## src/rtl/commit_ctrl_pkg.sv

```systemverilog
// Shared definitions for the commit stage: ROB tag sizing, head_type codes
// and the commit FSM state encodings.
package commit_ctrl_pkg;

    localparam int ROB_SZ_LOG_DEF = 3;
    localparam int ROB_TAG_W      = ROB_SZ_LOG_DEF + 1;

    localparam logic [1:0] COMMIT_ALU  = 2'd0;
    localparam logic [1:0] COMMIT_ST   = 2'd1;
    localparam logic [1:0] COMMIT_BR   = 2'd2;
    localparam logic [1:0] COMMIT_HALT = 2'd3;

    localparam logic [1:0] S_RUN     = 2'd0;
    localparam logic [1:0] S_ST_WAIT = 2'd1;
    localparam logic [1:0] S_FLUSH   = 2'd2;
    localparam logic [1:0] S_HALT    = 2'd3;

    function automatic int tag_width(input int sz_log);
        return sz_log + 1;
    endfunction

endpackage

```

## src/rtl/commit_ctrl.sv

```systemverilog
// In-order retirement from the ROB head: same-cycle register commit,
// serialized store handshake, one-cycle flush on mispredict, sticky halt.
module commit_ctrl
    import commit_ctrl_pkg::*;
#(
    parameter int ROB_SZ_LOG = 3,
    parameter int XLEN       = 32
) (
    input  logic                          clk,
    input  logic                          rst,
    input  logic                          rdy,
    input  logic                          rob_empty,
    input  logic                          head_ready,
    input  logic [tag_width(ROB_SZ_LOG)-1:0] head_tag,
    input  logic [1:0]                    head_type,
    input  logic                          head_rd_hv,
    input  logic [4:0]                    head_rd,
    input  logic [XLEN-1:0]               head_value,
    input  logic                          head_mispred,
    input  logic [XLEN-1:0]               head_target,
    input  logic                          st_done,
    output logic                          rob_pop,
    output logic                          reg_upd,
    output logic [4:0]                    reg_rd,
    output logic [XLEN-1:0]               reg_res,
    output logic [tag_width(ROB_SZ_LOG)-1:0] reg_head,
    output logic                          st_req,
    output logic [tag_width(ROB_SZ_LOG)-1:0] st_tag,
    output logic                          flush,
    output logic [XLEN-1:0]               flush_pc,
    output logic                          halted,
    output logic [31:0]                   commit_cnt
);

    logic [1:0] state;
    logic       go;
    logic       st_fin;

    assign go     = (state == S_RUN) && rdy && !rob_empty && head_ready;
    assign st_fin = (state == S_ST_WAIT) && rdy && st_done;

    // Stores pop only when memory acknowledges; everything else pops on go.
    always_comb begin
        rob_pop  = st_fin || (go && (head_type != COMMIT_ST));
        reg_upd  = go && head_rd_hv &&
                   ((head_type == COMMIT_ALU) || (head_type == COMMIT_BR));
        reg_rd   = '0;
        reg_res  = '0;
        reg_head = '0;
        if (reg_upd) begin
            reg_rd   = head_rd;
            reg_res  = head_value;
            reg_head = head_tag;
        end
    end

    always_ff @(posedge clk) begin
        if (rst) begin
            state      <= S_RUN;
            st_req     <= 1'b0;
            st_tag     <= '0;
            flush      <= 1'b0;
            flush_pc   <= '0;
            halted     <= 1'b0;
            commit_cnt <= '0;
        end else if (rdy) begin
            commit_cnt <= commit_cnt + 32'(rob_pop);
            case (state)
                S_RUN: begin
                    if (go) begin
                        case (head_type)
                            COMMIT_ST: begin
                                st_req <= 1'b1;
                                st_tag <= head_tag;
                                state  <= S_ST_WAIT;
                            end
                            COMMIT_BR: begin
                                if (head_mispred) begin
                                    flush    <= 1'b1;
                                    flush_pc <= head_target;
                                    state    <= S_FLUSH;
                                end
                            end
                            COMMIT_HALT: begin
                                halted <= 1'b1;
                                state  <= S_HALT;
                            end
                            default: ;
                        endcase
                    end
                end
                S_ST_WAIT: begin
                    if (st_done) begin
                        st_req <= 1'b0;
                        state  <= S_RUN;
                    end
                end
                S_FLUSH: begin
                    flush <= 1'b0;
                    state <= S_RUN;
                end
                default: ;
            endcase
        end
    end

endmodule

```

## config.mk

```make
export PLATFORM = sky130hd
export DESIGN_NAME = commit_ctrl
export DESIGN_NICKNAME = d
export VERILOG_FILES = /design/src/rtl/commit_ctrl_pkg.sv /design/src/rtl/commit_ctrl.sv
export SDC_FILE = /design/constraint.sdc
export NUM_CORES = 1
export LEC_CHECK = 0
export ABC_AREA = 1
export BUFFER_PORTS_ARGS = -buffer_cell sky130_fd_sc_hd__buf_2
export CORE_MARGIN = 10
export CORE_UTILIZATION = 25
export DETAILED_ROUTE_END_ITERATION = 10
export PLACE_DENSITY_LB_ADDON = 0.1
export SLEW_MARGIN = 20
export SYNTH_ARGS = -nofsm -noshare
export SYNTH_HDL_FRONTEND = slang
export SYNTH_SLANG_ARGS = --single-unit
```

## constraint.sdc

```tcl
create_clock -name clk -period 4.3 [get_ports clk]
set_input_delay 0.645 -clock clk [delete_from_list [all_inputs] [get_ports clk]]
set_output_delay 0.645 -clock clk [all_outputs]
set_load 0.005 [all_outputs]
```

======== Word level (Yosys, flattened, before mapping) ========
Index checks and enable logic that the tools add are counted.
word-level totals
  bits in registers ....................... 73
  bits of input ports ..................... 83
  output and inout port bits .............. 114
  logic and storage cells ................. 59
cells by class
  add/sub/neg operators ................... 1
  equality and inequality tests ........... 13
  muxes and demuxes ....................... 16
  reduce and logical (&&, ||, !) cells .... 22
operator list
  cell                count
  $add 32x1->32       1
  $mux 32             1
  $reduce_and 5->1    3
  $pmux 2 s3          2
  $logic_and 1x1->1   8
  $reduce_and 4->1    2
  $eq 2x2->1 const B  3
  $mux 1              6
  $mux 2              3
  $ne 2x1->1 const B  3
  $ne 2x2->1 const B  3
  $reduce_and 6->1    1
  $mux 5              1
  $eq 2x1->1 const B  2
  $logic_not 2->1     2
  $mux 4              1
  $ne 4x1->1 const B  1
  $pmux 1 s2          2
  $reduce_bool 2->1   2
  $ne 3x3->1 const B  1
  $reduce_bool 3->1   1
  $logic_or 1x1->1    2
  $logic_not 1->1     1

======== Depth between registers and ports, before layout ========
Gate-level depths: netlist of run 1.
  word-level depth ........................ 7
  mapped depth ............................ 16
  depth with buffers taken out ............ 16

======== Least setup slack after synthesis of run 1 ========
Ideal clock, no wire load.
  path kind ............................... input -> register
  from .................................... input head_ready
  to ...................................... register commit_cnt[16]
  library setup time ...................... 0.117 ns
  arrival time ............................ 2.273 ns
  data required time ...................... 4.183 ns
  path slack .............................. 1.910 ns
  stages .................................. 13
  path buffers ............................ 0
  path through ............................ inv_1 -> nor2_1 -> nand2_2 -> o21ai_0 -> ha_1 -> ha_1 -> inv_1 -> nor2_2 -> nand2_1 -> nor2_4 -> nand2_1 -> o21ai_0 -> nor2_1
between the ends
  cells in the longest elaborated chain, start to end .. 4
ends and longest elaborated chain
  what                  RTL line           text
  from (decl)           commit_ctrl.sv:13  input logic head_ready,
  $logic_and 1x1->1     commit_ctrl.sv:39  assign go = (state == S_RUN) && rdy && !rob_empty && head_ready;
  $logic_and 1x1->1     commit_ctrl.sv:44  rob_pop = st_fin || (go && (head_type != COMMIT_ST));
  $logic_or 1x1->1      commit_ctrl.sv:44
  via rob_pop           commit_ctrl.sv:22  output logic rob_pop,
  $add 32x1->32         commit_ctrl.sv:67  commit_cnt <= commit_cnt + 32'(rob_pop);
  to (signal assigned)  commit_ctrl.sv:67
  to (decl)             commit_ctrl.sv:32  output logic [31:0] commit_cnt
The timed path passes the listed nets, and every way through them passes these cells.
A chain may end at the register's enable or synchronous reset.

======== Worst setup path in the final report of run 1 ========
  from .................................... register state[0]
  to ...................................... output reg_res[28]
between the ends
  cells in the longest elaborated chain, start to end .. 7
ends and longest elaborated chain
  what                             RTL line           text
  from (decl)                      commit_ctrl.sv:35  logic [1:0] state;
  from (signal assigned)           commit_ctrl.sv:59  state <= S_RUN;
  from (signal assigned)           commit_ctrl.sv:75  state <= S_ST_WAIT;
  from (signal assigned)           commit_ctrl.sv:81  state <= S_FLUSH;
  $logic_not 2->1                  commit_ctrl.sv:39
  $logic_and 1x1->1 (3 in series)  commit_ctrl.sv:39
  $logic_and 1x1->1 (2 in series)  commit_ctrl.sv:45  reg_upd = go && head_rd_hv &&
  $mux 32                          commit_ctrl.sv:50  if (reg_upd) begin
  to (decl)                        commit_ctrl.sv:25  output logic [XLEN-1:0] reg_res,
Every way passes these cells.

==> flow_results.org, run 1 <==
** Logic synthesis
- Net count after synthesis :: approximately 670
- sky130_fd_sc_hd__dfxtp_1 takes more of the synthesized area than any other cell.
- Share of flip-flops with an asynchronous set or reset :: 0%
- After synthesis the netlist holds a flip-flop and latch count of 73.
- Post-synthesis cell count :: about 600
- In this run, synthesis inferred 0 flip-flops with an integrated enable.
- Top flip-flop cell by instance count after synthesis :: sky130_fd_sc_hd__dfxtp_1
- Yosys top cell area share :: 38.5%
- The average instance in the mapped netlist occupies about 6.5 µm².
- Sorting the synthesized cells by how often they occur yields sky130_fd_sc_hd__nor2_1 (121), sky130_fd_sc_hd__inv_1 (112), sky130_fd_sc_hd__nand2_1 (90).
- Most used standard cell by instance count after synthesis :: sky130_fd_sc_hd__nor2_1
- In this run, distinct cell masters in the synthesized netlist total 32.
- The synthesized netlist occupies a cell area of 0.00379 mm².
- Count of yosys warnings during synthesis :: 0
- By area the synthesized netlist is led by sky130_fd_sc_hd__dfxtp_1 (39%), sky130_fd_sc_hd__nor2_1 (12%), sky130_fd_sc_hd__inv_1 (11%).
- Sequential share of the synthesized area :: about 39%

** Clock network
- Clock-pin slew was measured on the worst setup and hold paths at 0.05 ns.
- TritonCTS clock tree :: done
- Count of H-tree levels built during CTS :: 3
- For this design, the sink count on the clock tree is 73.
- The number of setup buffers added after CTS is 0.
- After clock tree synthesis, the flow added hold-fix buffers numbering 0.
- Max clock buf depth :: 2
- Clock tree synthesis selected as its root buffer the cell sky130_fd_sc_hd__clkbuf_16.
- The clock reaches the later pin of the worst-skew pair after 0.34 ns.
- Counting the buffers created by CTS gives 9.
- Number of resized instances in the post-cts repair step :: 0

** Finish
- From synthesis to final layout, the design area changed by 37.1%.
- The number of antenna diodes in the final layout is 0.
- For this run, the post-layout net count is ~860.
- The finished layout holds a little under 1000 standard cells, fillers aside.
- Summing all non-filler instances in the final layout gives an area of a little over 0.005 mm².
- The post-route netlist has a little under a third of its cells at a drive strength greater than 1.

** Worst setup path
- The number of cells on the worst reg-to-reg path is 15.
- Highest net fanout along the worst path :: between 40 and 50
- STA puts the critical path data required time at ~3.7 ns.
- Worst path max stage delay :: 0.58 ns
- Critical Path Sink Type :: output pin
- The startpoint identified for the worst register-to-register timing path is state[0].
- Data arrives at the worst endpoint at 2.42 ns.
- Startpoint type of the worst setup path :: flop
- For this design, the slowest cell found on the critical path is sky130_fd_sc_hd__nand3_2.
- Worst r2r dst :: commit_cnt[16]
- Internal reg-to-reg setup slack :: about 1.7 ns
- Top cell family by delay on the critical path :: simple AND/OR/NAND/NOR gates
- WS Path Type :: reg -> out
- The critical path contains buffers and inverters numbering 4 combined.
- Traced cell by cell, the critical path runs through inv_1 -> ha_1 -> nand2_1 -> inv_2 -> nand2_2 -> clkinv_2 -> nand3_2 -> nor2_1 -> buf_2.

** Floorplan
- From bottom edge to top edge, the die measures ~140 µm.
- In this run the horizontal extent of the chip is 143 µm.
- I/O pins :: 197
- Number of standard-cell rows in the floorplan :: 44
- In this run the standard cell core region covers approximately 0.015 mm².
- Once the floorplan was initialized, standard cells occupied around 26% of the core.
- Total Die Area :: between 0.02 and 0.025 mm²

** STA
- On the final layout, the worst clock skew is slightly above 0.007 ns.
- For the pin with the worst max-slew slack, the measured transition is roughly 0.77 ns.
- Fmax :: 0.326 GHz
- In the finished design, the share of the clock period the worst path needs comes to a little under three quarters.
- Final setup vio count :: 0
- The number of hold violations in the final report came to 0.
- For the final routed database, the setup TNS stands at 0 ns.
- The final number of max-transition violations was 0.
- Setup repair after global routing left no endpoint under its margin.
- The worst pin sits at a relative slew slack of ~48%.
- Post-layout minimum cycle time :: between 3 and 4 ns

** Power
- Pwr dens :: between 300 and 400 mW/mm²
- Overall Power :: roughly 1700 µW
- VDD sags by at most around 0.2 mV.
- Cell leakage power :: ~0.0027 µW

** Hold path
- The worst hold path was traced through 2 stages.
- Hold/Removal Path Class :: reg -> reg
- In this run the most critical hold path is launched from flush_pc[7].
- The path with the worst hold slack has its endpoint at flush_pc[7].

** Global routing
- Via count of the first global-routing pass :: approximately 4000
- Summed over all layers, the global routing overflow is 0.
- Total global-route track usage :: about 13%
- The first global-routing pass estimated between 20000 and 25000 µm of wire.
- Largest net degree at the start of global routing :: 65
- Number of antenna violations at the first check in global routing :: 0

** Route
- The count of nets left with antenna violations once routing finished came out at 0.
- DRC violation total after the first TritonRoute iteration :: 174
- In the final routed layout, each cell accounts on average for ~14 µm.
- Vias post-DR :: ~4200
- Vias per std cell :: 4.32
- Wires add up to approximately 14000 µm.
- Number of remaining DRC errors :: 0
- Iteration count of the initial detailed-routing pass :: 4

** Place
- Buffers placed on the I/O ports in this run total 196.
- The wire-length estimate of the detail-placed layout is approximately 11000 µm.
- Routability-driven placement finished with a final weighted congestion of between 0.8 and 0.9.
- The placed instances occupy a cell area of between 0.004 and 0.005 mm².
- Counting tap cells, the placed design contains a total of ~950 instances.

** Run
- Total of max-cap violations :: 0

** Status
- The flow ran to the end, and the final reports show no timing, DRC or antenna violations.
worst max path at each step:
stage | from | endpoint | depth (start not counted)
global placement | rdy | reg_res[15] | 8
detailed placement | rdy | reg_res[28] | 8
finish | state[0] | reg_res[28] | 9
CTS | state[0] | reg_res[28] | 9
global route | state[1] | reg_res[0] | 9
floorplan | head_ready | commit_cnt[16] | 13
layout by cell type (no fill, tap or decap), drive strengths merged, types with 4 or more instances in the layout:
| cell type | instances |
|---|---|
| inv | 114 |
| nand4 | 7 |
| nand2 | 93 |
| ha | 6 |
| nor3 | 4 |
| a21oi | 52 |
| nor2 | 133 |
| nand3 | 26 |
| clkinv | 6 |
| clkbuf | 9 |
| buf | 197 |
| o21ai | 45 |
| dfxtp | 73 |
report_power, final:
part	leakage (µW)	switching (µW)	internal [µW]	total (µW)
Sequential	0.000589	7.32	687	694
Clock	0.000155	305	508	813
Combinational	0.00194	85.7	64.6	150
worst min-delay path: stages (launching register included):
cell and delay (ns):
sky130_fd_sc_hd__dfxtp_1 0.30, sky130_fd_sc_hd__inv_1 0.04, sky130_fd_sc_hd__a21oi_1 0.05
kinds of logic after synthesis:
| group | Yosys count | share of synthesized area [%] |
|---|---|---|
| and+or+nand+nor | 266 | 30.2 |
| buffers and inverters | 135 | 15.0 |
| AOI/OAI and AO/OA | 100 | 13.6 |
| DFF | 73 | 38.5 |
| adders and majority gates | 6 | 1.98 |
| xor gates and xnor gates | 3 | 0.693 |
layer usage:
layer | GRT usage, % | vias to the layer above | share of wire [%]
li1 | - | 2168 | -
met1 | 14.7 | 1811 | 42
met2 | 21.1 | 164 | 45
met3 | 4.94 | 12 | 12
met4 | 4.94 | 0 | 1.4
met5 | 0 | - | 0
stage by stage:
stage          utilization, %  worst slack [ns]  hold slack, ns
3_5_place_dp             33.2              1.30           0.433
3_3_place_gp             33.2              1.38           0.430
6_report                 35.4              1.24           0.439
5_1_grt                  35.4             0.924           0.455
2_1_floorplan               -              1.91           0.439
4_1_cts                  35.4              1.17           0.442
final cells by class:
class | instances | area [µm²]
Clock buffer | 9 | 225
Clock inverter | 7 | 95.1
Fill cell | 1601 | 9500
Inverter | 116 | 437
Multi-Input combinational cell | 375 | 1760
Sequential cell | 73 | 1460
Tap cell | 184 | 230
Timing Repair Buffer | 197 | 988
state kept, by name (all words and copies together), names as in the netlist:
name and cells:
flush 1, st_tag 4, commit_cnt 32, flush_pc 32, halted 1, st_req 1
state 2
No activity file was read; power rests on OpenSTA's default activity.
==> run 2: changes to the inputs <==
==> constraint.sdc (replaced) <==
create_clock -name clk -period 3.15 [get_ports clk]
set_input_delay 0.4725 -clock clk [delete_from_list [all_inputs] [get_ports clk]]
set_output_delay 0.4725 -clock clk [all_outputs]
set_load 0.005 [all_outputs]
==> flow_results.org, run 2 (synthesis gave the netlist of run 1 again) <==
** Status
- Status :: complete, no violations

** Finish
- In the layout the commonest cells are sky130_fd_sc_hd__buf_2 (196), sky130_fd_sc_hd__nor2_1 (121), sky130_fd_sc_hd__inv_1 (111), sky130_fd_sc_hd__nand2_1 (90), sky130_fd_sc_hd__dfxtp_1 (73).
- The fraction of final layout cells sized beyond drive strength 1 was 30.9% (+0.18 points).
- The layout net count came to 863 (+0.23%).
- The final non-filler cell total was 964 (+0.31%).
- Area added between synthesis and finish :: 37.9%
- Largest registers :: commit_cnt: 32 flops, flush_pc: 32 flops, st_tag: 4 flops
- Leading cell type in the layout, fill and taps excluded :: sky130_fd_sc_hd__buf_2

** STA
- Fmax :: 0.372 GHz
- The clock period could shrink to ~2.7 ns.
- Clock tree skew after final layout :: 0.00626 ns (-0.000807 ns)
- Setup repair after global routing missed its margin :: false
- Dividing the final minimum period by the clock period gives a little under nine tenths.
- The worst-margin pin slew is 0.699 ns (-0.0734 ns).
- The final number of max-transition violations is 0 (unchanged).
- The final worst slack came to 0.465 ns (-0.770 ns).
- Setup Total Neg Slack :: 0 ns (unchanged)
- Number of failing hold endpoints at the final stage :: 0 (unchanged)
- The max-slew headroom at the worst pin is 53.4% (+5.0 points).
- Hold Worst Slack :: 0.376 ns (-0.0631 ns)
- Final setup vio count :: 0 (unchanged)

** Clock network
- The total CTS buffers came to 9 (unchanged).
- Hold_buf cts :: 0 (unchanged)
- Count of H-tree levels built during CTS :: 3 (unchanged)
- Root Buffer Master :: sky130_fd_sc_hd__clkbuf_16
- The clock-pin slew reported for the worst setup and hold paths after clock tree synthesis was 0.06 ns (about the same).
- Sink Count :: 73 (unchanged)
- TritonCTS clock tree :: done
- Source-to-sink clock delay at the later pin of the worst-skew pair :: 0.34 ns (about the same)
- Number of resized instances in the post-cts repair step :: 0 (unchanged)
- The maximum root-to-sink buffer count was 2 (unchanged).
- Post-CTS setup buffers :: 0 (unchanged)

** Power
- The proportion of power drawn by flip-flops and latches was 41.3% (-0.6 points).
- The combinational power share is 9.0% (about the same).
- Clock group share of total power :: 49.7% (+0.7 points)
- Fraction of power spent switching nets :: 24.0% (-0.028 points)
- The cell-internal power is 1740 µW (+38%).
- Max VDD drop :: 0.228 mV (+12%)
- Cell leakage power :: 0.00269 µW (+0.17%)
- Switching power summed over all nets :: 550 µW (+38%)
- The post-layout total power was 2290 µW (+38%).
- Pwr dens :: 439 mW/mm² (+38%)

** Place
- PortBufs :: 196 (unchanged)
- The worst setup slack before clock tree synthesis is 0.481 ns (-0.817 ns).
- The final weighted congestion of routability-driven global placement was 0.854 (-3.5%).
- The placed wire-length estimate is 11300 µm (+2.2%).
- Cell total after placement :: 947 (+0.21%)

** Global routing
- Overflow left after global routing :: 0 (unchanged)
- Number of antenna violations at the first check in global routing :: 0 (unchanged)
- Global-route wire length before repair :: 20800 µm (unchanged)
- Via count of the first global-routing pass :: 3899 (-2.8%)
- Total global-route track usage :: 12.9% (+0.046 points)
- Largest net degree at the start of global routing :: 65 (unchanged)

** Run
- Total of max-cap violations :: 0 (unchanged)

** Floorplan
- Initial cell density of the core :: 25.8% (unchanged)
- Placeable core region :: 0.0147 mm² (unchanged)
- Overall die width :: 143 µm (unchanged)
- I/O pins :: 197 (unchanged)
- The number of placement rows was 44 (unchanged).
- The chip height came to 143 µm (unchanged).
- The area enclosed by the die boundary was 0.0205 mm² (unchanged).

** Worst setup path
- Data required time of the worst path :: 2.68 ns (-0.97 ns)
- Critical Path Sink Type :: output pin
- Startpoint type of the worst setup path :: flop
- Depth of the worst register-to-register path :: 15 (unchanged)
- The data arrival time of the critical path is 2.21 ns (-0.21 ns).
- The highest fanout seen on the critical path is 32 (-24%).
- The critical path is of the reg -> out type.

** Route
- DRC violation total after the first TritonRoute iteration :: 141 (-19%)
- Count of antenna-violating nets left after detailed routing :: 0 (unchanged)
- The number of detailed-routing iterations run before antenna repair came to 4 (unchanged).
- Top Metal Used :: met4
- The routed wire length is 14000 µm (+1.9%).
- The post-detailed-route wirelength per cell was 14.6 µm (+1.6%).
- Vias post-DR :: 4171 (+0.39%)
- The number of vias per cell came to 4.33 (about the same).
- The detailed-routed wire length on met2 is 6410 µm (+2.8%).
- The total met3 wirelength after detailed routing was 1460 µm (-9.4%).
- Number of remaining DRC errors :: 0 (unchanged)
- The detailed-route wire length on metal 1 was 5930 µm (+3.3%).

** Hold path
- Hold/Removal Path Class :: in -> reg
- Min-Delay Path Depth :: 3 (+1)
## run 2: final cells by class
type | instances | area [µm²]
diodes | 1 | 2.50
clock buffers | 10 | 239
clock inverters | 6 | 91.3
inverters | 116 | 437
well taps | 184 | 230
repair buffers | 199 | 1000
multi-input cells | 375 | 1760
flip-flops and latches | 73 | 1460
fillers | 1601 | 9470
## run 2: final timing paths
kind / from / to / slack (ns)
setup / recovery: state[0] / reg_res[21] / 0.47
hold / removal: head_tag[1] / st_tag[1] / 0.38
setup reg to reg: state[0] / commit_cnt[16] / 0.52
hold reg to reg: flush_pc[3] / flush_pc[3] / 0.44
## run 2: critical path, cell delays in order (launching register included)
cell	delay, ns
sky130_fd_sc_hd__dfxtp_1	0.38
sky130_fd_sc_hd__inv_1	0.08
sky130_fd_sc_hd__ha_1	0.27
sky130_fd_sc_hd__nand2_1	0.11
sky130_fd_sc_hd__inv_2	0.05
sky130_fd_sc_hd__nand2_2	0.07
sky130_fd_sc_hd__clkinv_2	0.09
sky130_fd_sc_hd__nand3_2	0.21
sky130_fd_sc_hd__buf_4	0.35
sky130_fd_sc_hd__nor2_1	0.10
sky130_fd_sc_hd__buf_2	0.14
## run 2: power by group through the flow
stage,logic (µW),registers [µW],clock network [µW]
4_1_cts,210,948,1180
3_3_place_gp,207,968,0
5_1_grt,236,949,1210
3_5_place_dp,209,969,0
6_report,206,948,1140
2_1_floorplan,112,968,0
## run 2: routing by layer
metal	GRT usage, %	up-vias
met5	0	-
met4	5.37	0
met3	4.84	21
met2	21.3	151
met1	14.6	1816
li1	-	2183
## run 2: metrics by stage
step / cell area [µm²] / util, %
after CTS: 5220 / 35.5
after floorplan: 3790 / -
after global placement: 4890 / 33.3
final: 5230 / 35.6
after global routing: 5220 / 35.5
after detailed placement: 4890 / 33.3
==> run 3: changes to the inputs <==
--- a/config.mk
+++ b/config.mk
@@ -9,6 +9,7 @@
 export BUFFER_PORTS_ARGS = -buffer_cell sky130_fd_sc_hd__buf_2
 export CORE_MARGIN = 10
 export CORE_UTILIZATION = 25
+export CTS_BUF_LIST = sky130_fd_sc_hd__clkbuf_8
 export DETAILED_ROUTE_END_ITERATION = 10
 export PLACE_DENSITY_LB_ADDON = 0.1
 export SLEW_MARGIN = 20
==> flow_results.org, run 3 (synthesis gave the netlist of run 1 again) <==
** Floorplan
- Initial cell density of the core :: 25.8% (unchanged)
- Total Die Area :: 0.0205 mm² (unchanged)
- Placeable core region :: 0.0147 mm² (unchanged)
- Number of standard-cell rows in the floorplan :: 44 (unchanged)
- The chip height came to 143 µm (unchanged).
- The horizontal extent of the die was 143 µm (unchanged).
- The number of primary I/O pins is 197 (unchanged).

** Worst setup path
- Internal reg-to-reg setup slack :: 0.52 ns (about the same)
- In this run the worst setup path terminates at reg_res[21].
- Worst r2r dst :: commit_cnt[16]
- Data required time of the worst path :: 2.68 ns (about the same)
- Crit path from :: state[0]
- The critical path is of the reg -> out type.
- The highest fanout seen on the critical path came to 32 (unchanged).
- Critical Path Sink Type :: output pin
- In this run the critical register-to-register path is launched from state[0].
- STA classifies the critical path startpoint as a flop.
- Crit path arrival time :: 2.25 ns (+0.04 ns)
- Depth of the worst register-to-register path :: 15 (unchanged)

** Finish
- The final instance area was 0.00512 mm² (-1.9%).
- Non-Filler Instances :: 964 (unchanged)
- Leading cell type in the layout, fill and taps excluded :: sky130_fd_sc_hd__buf_2
- Leading cell types in the layout, fill and taps excluded :: sky130_fd_sc_hd__buf_2 (196), sky130_fd_sc_hd__nor2_1 (121), sky130_fd_sc_hd__inv_1 (111), sky130_fd_sc_hd__nand2_1 (90), sky130_fd_sc_hd__dfxtp_1 (73)
- Largest registers :: commit_cnt: 32 flops, flush_pc: 32 flops, st_tag: 4 flops
- The fraction of final layout cells sized beyond drive strength 1 came to 30.9% (unchanged).
- The post-layout utilization of the core was 34.9% (-0.69 points).
- The layout net count is 863 (unchanged).
- Fill cell count :: 1615 (+0.87%)
- Area added between synthesis and finish :: 35.2%

** Global routing
- The number of antenna violations at the first check in global routing is 0 (unchanged).
- Overflow left after global routing :: 0 (unchanged)
- The global-route wire length before repair was 20800 µm (unchanged).
- Total global-route track usage :: 12.9% (-0.013 points)
- Via count of the first global-routing pass :: 3905 (+0.15%)
- Largest net degree at the start of global routing :: 65 (unchanged)

** STA
- The worst-margin pin slew is 0.697 ns (-0.00131 ns).
- Setup repair after global routing missed its margin :: false
- The worst clock skew came to 0.0100 ns (+0.00379 ns).
- Fmax :: 0.367 GHz (-1.4%)
- The max-slew headroom at the worst pin came to 53.5% (+0.087 points).
- Hold Worst Slack :: 0.351 ns (-0.0251 ns)
- The ratio of final minimum period to clock period came to 86.4% (+1.2 points).
- Number of failing hold endpoints at the final stage :: 0 (unchanged)
- The total negative setup slack came to 0 ns (unchanged).
- Number of max-slew violations in the final report :: 0 (unchanged)
- The number of setup violations in the final report came to 0 (unchanged).
- The post-layout minimum cycle time is 2.72 ns (+0.0373 ns).

** Place
- The placed wire-length estimate was 11300 µm (unchanged).
- The quantity of I/O buffers inserted on ports was 196 (unchanged).
- The area after detailed placement came to 0.00489 mm² (unchanged).
- Routability Congestion :: 0.854 (unchanged)
- The total instance count after detailed placement came to 947 (unchanged).

** Run
- The max capacitance violation total came to 0 (unchanged).

** Power
- The peak supply drop was 0.170 mV (-25%).
- Pwr dens :: 393 mW/mm² (-10%)
- Cell leakage power :: 0.00265 µW (-1.7%)

** Route
- The number of remaining DRC errors came to 0 (unchanged).
- The via total after detailed routing came to 4168 (-0.072%).
- The post-detailed-route wirelength per cell is 14.6 µm (+0.21%).
- The starting DRC count in detailed routing came to 154 (+9.2%).
- Iteration count of the initial detailed-routing pass :: 4 (unchanged)
- The number of vias per cell was 4.32 (about the same).
- Final wirelength :: 14100 µm (+0.21%)
- Count of antenna-violating nets left after detailed routing :: 0 (unchanged)

** Clock network
- The level count of the clock H-tree was 3 (unchanged).
- Source-to-sink clock delay at the later pin of the worst-skew pair :: 0.37 ns (+0.03 ns)
- Hold_buf cts :: 0 (unchanged)
- CTS clk-pin slew, worst paths :: 0.08 ns (+0.02 ns)
- Post-CTS setup buffers :: 0 (unchanged)
- The number of sinks driven by the clock tree came to 73 (unchanged).
- Max clock buf depth :: 2 (unchanged)
- Root Buffer Master :: sky130_fd_sc_hd__clkbuf_8
- The total CTS buffers is 9 (unchanged).
- TritonCTS built the clock tree.
- Number of resized instances in the post-cts repair step :: 0 (unchanged)

** Hold path
- Hold/Removal Path Class :: in -> reg
- Min-Delay Path Depth :: 3 (unchanged)

** Status
- The flow ran to the end, and the final reports show no timing, DRC or antenna violations.
[run 3: area by class of cell]
cell class                      count  area (µm²)  share of cell area (%)
Tap cell                          184         230                    4.49
Sequential cell                    73        1460                    28.5
Antenna cell                        1        2.50                  0.0488
Clock buffer                       10         138                    2.69
Clock inverter                      6        91.3                    1.78
Inverter                          116         437                    8.52
Timing Repair Buffer              199        1000                    19.6
Multi-Input combinational cell    375        1760                    34.4
[run 3: critical path: stages (launching register included)]
cell and delay, ns:
sky130_fd_sc_hd__dfxtp_1 0.35, sky130_fd_sc_hd__inv_1 0.09, sky130_fd_sc_hd__ha_1 0.27, sky130_fd_sc_hd__nand2_1 0.09, sky130_fd_sc_hd__inv_2 0.08, sky130_fd_sc_hd__nand2_2 0.06
sky130_fd_sc_hd__clkinv_2 0.10, sky130_fd_sc_hd__nand3_2 0.21, sky130_fd_sc_hd__buf_4 0.31, sky130_fd_sc_hd__nor2_1 0.17, sky130_fd_sc_hd__buf_2 0.14
[run 3: power breakdown]
| group | internal (µW) | switching, µW | total (µW) |
|---|---|---|---|
| combinational | 88.6 | 117 | 206 |
| clock | 469 | 393 | 861 |
| sequential | 936 | 10.1 | 947 |
[run 3: per-layer routing]
metal	global-route usage [%]	up-vias	routed length, µm
met1	14.6	1823	5850
met2	21.3	156	6410
met5	0	-	0
met3	4.74	16	1560
met4	5.37	0	248
li1	-	2173	-
[run 3: worst min path at each step]
stage	to	slack (ns)	start
2_1_floorplan	flush_pc[16]	0.44	flush_pc[16]
3_3_place_gp	flush_pc[11]	0.43	flush_pc[11]
3_5_place_dp	flush_pc[15]	0.43	flush_pc[15]
4_1_cts	st_tag[1]	0.33	head_tag[1]
5_1_grt	st_tag[1]	0.35	head_tag[1]
6_report	st_tag[1]	0.35	head_tag[1]
[run 3: stage by stage]
stage | worst slack, ns | total power [µW]
final | 0.428 | 2010
after global routing | 0.183 | 2110
after CTS | 0.358 | 2050
after detailed placement | 0.481 | 1180
after global placement | 0.611 | 1170
after floorplan | 0.830 | 1080
